==> config.mk <==
export PLATFORM = sky130hd
export DESIGN_NAME = fetch_sequencer
export DESIGN_NICKNAME = d
export VERILOG_FILES = /design/src/rtl/fetch_sequencer_pkg.sv /design/src/rtl/fetch_sequencer_prog_counter.sv /design/src/rtl/fetch_sequencer.sv
export SDC_FILE = /design/constraint.sdc
export NUM_CORES = 1
export LEC_CHECK = 0
export BUFFER_PORTS_ARGS = -buffer_cell sky130_fd_sc_hd__buf_2
export CORE_MARGIN = 2
export CORE_UTILIZATION = 52
export CTS_BUF_LIST = sky130_fd_sc_hd__clkbuf_4 sky130_fd_sc_hd__clkbuf_8 sky130_fd_sc_hd__clkbuf_16
export CTS_CLUSTER_SIZE = 8
export DETAILED_ROUTE_END_ITERATION = 6
export PLACE_DENSITY = 0.8
export SYNTH_ARGS = -nofsm -noshare
export SYNTH_HDL_FRONTEND = slang
export SYNTH_SLANG_ARGS = --single-unit
export TNS_END_PERCENT = 50
==> constraint.sdc <==
create_clock -name clk -period 2.5 [get_ports clk]
set_clock_uncertainty 0.1 [all_clocks]
set_input_delay 0 -clock clk [delete_from_list [all_inputs] [get_ports clk]]
set_output_delay 0 -clock clk [all_outputs]
set_load 0.005 [all_outputs]
==> src/rtl/fetch_sequencer_pkg.sv <==
// Shared ISA constants and sequencer state encoding.
// Instruction layout: {opcode[15:12], ra[11:8], rb/imm[7:0]} where the
// three-register ops use {op, ra, rb, rc} in 4-bit fields.
package fetch_sequencer_pkg;

  localparam int OPW = 4;

  localparam logic [3:0] INST_LDI = 4'h1;
  localparam logic [3:0] INST_ADD = 4'h2;
  localparam logic [3:0] INST_SUB = 4'h3;
  localparam logic [3:0] INST_WRO = 4'h4;
  localparam logic [3:0] INST_HLT = 4'hF;

  localparam logic [3:0] REG_AX = 4'h0;
  localparam logic [3:0] REG_BX = 4'h1;
  localparam logic [3:0] REG_CX = 4'h2;

  localparam logic [15:0] INST_NOP = 16'd0;

  typedef enum logic [2:0] {
    ST_IDLE,
    ST_FETCH,
    ST_WAIT_STEP,
    ST_ISSUE,
    ST_HALT
  } fs_state_e;

endpackage

==> src/rtl/fetch_sequencer_prog_counter.sv <==
// Program counter: load / increment / hold, wraps modulo 2^AW.
// Ports:
//   clk, rst      clock, synchronous active-low reset
//   load/load_val load a new PC (wins over inc)
//   inc           advance PC by one
//   pc            registered PC
//   pc_nxt        value pc takes at the next edge (lets the parent
//                 register mem_addr in the same cycle as pc)
module prog_counter #(
  parameter int AW = 8
) (
  input  logic          clk,
  input  logic          rst,
  input  logic          load,
  input  logic [AW-1:0] load_val,
  input  logic          inc,
  output logic [AW-1:0] pc,
  output logic [AW-1:0] pc_nxt
);

  logic [AW-1:0] pc_q, pc_d;

  always_comb begin
    pc_d = pc_q;
    if (load)     pc_d = load_val;
    else if (inc) pc_d = pc_q + 1'b1;  // natural wrap at 2^AW
  end

  always_ff @(posedge clk) begin
    if (!rst) pc_q <= '0;
    else      pc_q <= pc_d;
  end

  assign pc     = pc_q;
  assign pc_nxt = pc_d;

endmodule

==> src/rtl/fetch_sequencer.sv <==
// Instruction fetch/issue controller between program memory and the cpu.
// Fetches words with a req/ack handshake and presents each on inst for
// exactly one cycle; inst is NOP (0) otherwise. Free-run or single-step.
// Ports:
//   clk, rst            clock, synchronous active-low reset
//   start, start_addr   begin execution at start_addr (from IDLE/HALT)
//   step_mode, step     hold fetched words until a step pulse
//   mem_req/addr/ack/data  program memory handshake
//   inst                instruction to cpu
//   pc, busy, halted    status
//   inst_count          instructions issued since last start (saturating)
module fetch_sequencer
  import fetch_sequencer_pkg::*;
#(
  parameter int N   = 16,
  parameter int AW  = 8,
  parameter int OPW = fetch_sequencer_pkg::OPW
) (
  input  logic          clk,
  input  logic          rst,
  input  logic          start,
  input  logic [AW-1:0] start_addr,
  input  logic          step_mode,
  input  logic          step,
  output logic          mem_req,
  output logic [AW-1:0] mem_addr,
  input  logic          mem_ack,
  input  logic [N-1:0]  mem_data,
  output logic [N-1:0]  inst,
  output logic [AW-1:0] pc,
  output logic          busy,
  output logic          halted,
  output logic [15:0]   inst_count
);

  localparam logic [OPW-1:0] HLT_OP = OPW'(INST_HLT);

  fs_state_e     state_q, state_d;
  logic [N-1:0]  ir_q, ir_d;
  logic [N-1:0]  inst_q, inst_d;
  logic          mem_req_q, mem_req_d;
  logic [AW-1:0] mem_addr_q, mem_addr_d;
  logic          busy_q, busy_d;
  logic          halted_q, halted_d;
  logic [15:0]   cnt_q, cnt_d;

  logic          pc_load, pc_inc;
  logic [AW-1:0] pc_cur, pc_nxt;

  prog_counter #(.AW(AW)) u_pc (
    .clk      (clk),
    .rst      (rst),
    .load     (pc_load),
    .load_val (start_addr),
    .inc      (pc_inc),
    .pc       (pc_cur),
    .pc_nxt   (pc_nxt)
  );

  always_comb begin
    state_d  = state_q;
    ir_d     = ir_q;
    cnt_d    = cnt_q;
    pc_load  = 1'b0;
    pc_inc   = 1'b0;

    case (state_q)
      // mem_ack is deliberately ignored here so stale acks are dropped
      ST_IDLE, ST_HALT: begin
        if (start) begin
          pc_load = 1'b1;
          cnt_d   = '0;
          state_d = ST_FETCH;
        end
      end
      ST_FETCH: begin
        if (mem_ack) begin
          ir_d    = mem_data;
          state_d = step_mode ? ST_WAIT_STEP : ST_ISSUE;
        end
      end
      ST_WAIT_STEP: begin
        if (step) state_d = ST_ISSUE;
      end
      ST_ISSUE: begin
        if (ir_q[N-1 -: OPW] == HLT_OP) begin
          state_d = ST_HALT;
        end else begin
          pc_inc  = 1'b1;
          cnt_d   = (cnt_q == 16'hFFFF) ? cnt_q : cnt_q + 16'd1;
          state_d = ST_FETCH;
        end
      end
      default: state_d = ST_IDLE;
    endcase

    // Outputs are registered from the next state so that inst is valid
    // during the ISSUE cycle itself and mem_req/mem_addr during FETCH.
    inst_d = INST_NOP;
    if (state_d == ST_ISSUE && ir_d[N-1 -: OPW] != HLT_OP) inst_d = ir_d;

    mem_req_d  = (state_d == ST_FETCH);
    mem_addr_d = (state_d == ST_FETCH) ? pc_nxt : mem_addr_q;
    busy_d     = (state_d == ST_FETCH) || (state_d == ST_WAIT_STEP) ||
                 (state_d == ST_ISSUE);
    halted_d   = (state_d == ST_HALT);
  end

  always_ff @(posedge clk) begin
    if (!rst) begin
      state_q    <= ST_IDLE;
      ir_q       <= '0;
      inst_q     <= '0;
      mem_req_q  <= 1'b0;
      mem_addr_q <= '0;
      busy_q     <= 1'b0;
      halted_q   <= 1'b0;
      cnt_q      <= '0;
    end else begin
      state_q    <= state_d;
      ir_q       <= ir_d;
      inst_q     <= inst_d;
      mem_req_q  <= mem_req_d;
      mem_addr_q <= mem_addr_d;
      busy_q     <= busy_d;
      halted_q   <= halted_d;
      cnt_q      <= cnt_d;
    end
  end

  assign inst       = inst_q;
  assign mem_req    = mem_req_q;
  assign mem_addr   = mem_addr_q;
  assign pc         = pc_cur;
  assign busy       = busy_q;
  assign halted     = halted_q;
  assign inst_count = cnt_q;

endmodule

==> results_dict.tcl <==
set metrics [dict create \
    avgRoutedWirePerCell_um 15.0 \
    worst_setup_path_end_kind "register" \
    syn_nets 350 \
    crit_type "reg2reg" \
    gr-total-overflow 0 \
    cp-start-kind "register" \
    fmax_mhz 479 \
    final_cells 501 \
    clk_latency_ps 350 \
    final_nets 456 \
    synth_edf_count 0 \
    reg2reg_depth 6 \
    ant_nets 0 \
    final_cell_mix "80 x buf_2, 70 x dfxtp_1, 47 x nor2_1, 25 x dlygate4sd3_1" \
    grt_pass1_wl_um 12000 \
    pre_cts_slack_ps 455 \
    cts_buffers 9 \
    via_count 2747 \
    ys_warn_count 0 \
    whs_ps 32.9 \
    finalSetupViolCount 0 \
    crit_start "state_q[0]" \
    p_clk_share_pct 35.6 \
    io_buffers 80 \
    r2r_setup_slack_ps 410 \
    dp_cells 460 \
    drc 0 \
    rsz0062_at_grt "no" \
    root_buffer "clkbuf_8" \
    cts_tree "built" \
    place_area_um2 3360 \
    fin_ws_ps 411 \
    ios 81 \
    crit_end "inst_count[2]" \
    cap_violations 0 \
    die-width_um 78.9 \
    finalInstanceArea_um2 3790 \
    antenna_found_initial 0 \
    die-area_um2 6220 \
    wirelength_um 7520 \
    die_h_um 78.9 \
    maxSlewHeadroom_pct 65.8 \
    async_flop_share_pct 0 \
    rows 27 \
    cts_resized 0 \
    syn-instance-count 318 \
    initial_utilization_pct 53.3 \
    irDropWorstVdd_v 0.000435 \
    slew_violations 0 \
    drt_iter0_markers 220 \
    synth_top_area_cell "dfxtp_1" \
    comb_power_share_pct 13.4 \
    status "finished, final reports clean" \
    crit_fanout 12 \
    clk_pin_slew_ps 80 \
    reg2reg_from "state_q[0]" \
    cts_buffer_depth 2 \
    internal-power_mw 1.70 \
    synth_seq_area_share_pct 48.1 \
    min_path_type "in2reg" \
    place_congestion 0.887 \
    avgViaCountPerCell 5.48 \
    grt_max_degree 25 \
    final_hold_viol_count 0 \
    fin_crit_ps 2090 \
    synth_cell_types 44 \
    dp_hpwl_um 4910 \
    period_share_pct 83.6 \
    netSwitchingPower_uw 664 \
    area.growth.synth_to_final_pct 30.1 \
    regToRegEndpoint "inst_count[2]" \
    gr-usage-all-layers_pct 24.4 \
    synth_seq_cells 70 \
    grt_pass1_vias 2556 \
    cts.sinks 70 \
    drive_gt1_share_pct 27.0 \
    p_sw_share_pct 28.1 \
    total_power_mw 2.37 \
    layout_commonest_cell "buf_2" \
    worst_pin_slew_ps 513 \
    finalSetupTns_ps 0 \
    synth_area_per_cell_um2 9.17 \
    diodes 0 \
    pwr-share-seq_pct 51.0 \
    crit_required_ps 2660 \
    first_pass_iters 5 \
    p_leak_nw 1.62 \
    power_density_nw_per_um2 624 \
    ys.flop_type "dfxtp_1" \
    h-tree-depth 3 \
    synth.top_cell.area_share_pct 48.1 \
    synthesis.area_um2 2920 \
    utilization_pct 69.3 \
    coreArea_um2 5470 \
    cp_data_arrival_time_ps 2250 \
    synth_area_leaders "dfxtp_1 48%, mux2i_1 7.6%, nor2_1 6.1%" \
]
==> worst min path at each step <==
stage             startpoint          to  slack [ps]  cells past startpoint
6_report             mem_ack  state_q[1]          30                      5
5_1_grt              mem_ack  state_q[1]          60                      5
4_1_cts              mem_ack  state_q[1]          10                      5
3_5_place_dp   start_addr[3]  u_pc.pc[3]         160                      3
3_3_place_gp   start_addr[3]  u_pc.pc[3]         160                      3
2_1_floorplan            rst  state_q[1]          20                      2
==> flip-flops by register name, summed over array words and instances (netlist names) <==
signal	cells
inst	16
inst_count	16
ir_q	16
mem_addr	8
u_pc.pc	8
state_q	3
busy	1
halted	1
mem_req	1
==> metal layers <==
metal  up-vias  track usage [%]  wire, um
li1       1342                -         -
met1      1292             30.2      3290
met2        98             40.8      3610
met3        15             6.02       483
met4         0             10.3       140
met5         -                0         0
==> timing repair <==
item                       in CTS  in global routing
setup buffers                   0                  0
hold endpoints to repair       49                  0
hold buffers                   25                  0
setup endpoints to repair       0                  0
==> logic make-up (layout without fill, tap and decap cells) <==
kind of cell,after synthesis,count (layout),synth area share [%]
and+or+nand+nor,130,130,24.2
DFF,70,70,48.1
AOI/OAI and AO/OA,66,66,13.6
buffers and inverters,23,134,4.21
muxes,22,22,7.55
xor gates and xnor gates,5,5,1.50
adders and majority gates,2,2,0.858
==> power by group through the flow <==
| stage | clock, mW | combinational, mW | sequential, mW |
|---|---|---|---|
| 6_report | 0.842 | 0.318 | 1.21 |
| 5_1_grt | 0.900 | 0.348 | 1.21 |
| 4_1_cts | 0.851 | 0.314 | 1.21 |
| 3_5_place_dp | 0 | 0.282 | 1.23 |
| 3_3_place_gp | 0 | 0.275 | 1.23 |
| 2_1_floorplan | 0 | 0.186 | 1.22 |
==> worst max-delay path: stages, from the launching register on <==
cell      delay (ps)
dfxtp_1          420
and3b_1          250
buf_4            180
a21oi_1          450
a21o_1           350
o211ai_1         150
o21ai_0          110
==> cell usage after synthesis, types with 2 or more instances <==
master / instances
a21o_1: 3
a21oi_1: 20
a31oi_1: 9
a41o_1: 2
and2_1: 3
and3_1: 4
and4_1: 2
buf_2: 6
clkbuf_1: 7
dfxtp_1: 70
ha_1: 2
inv_1: 5
mux2i_1: 22
nand2_1: 22
nand2b_1: 3
nand3_1: 11
nand3b_1: 3
nand4_1: 8
nor2_1: 47
nor2_4: 10
nor3_1: 3
nor4_1: 3
o211ai_1: 5
o21ai_0: 16
o22ai_1: 5
o31ai_1: 3
or3_1: 3
or4_1: 2
xnor2_1: 3
xor2_1: 2
==> cell type report <==
type	count	area, um2
clock inverter	6	46.3
clock buffer	10	138
multi-input combinational	225	1390
timing repair buffer	112	703
inverter	6	22.5
fill	410	1680
sequential	70	1400
tap	72	90.1
No activity file was read; power rests on OpenSTA's default activity.
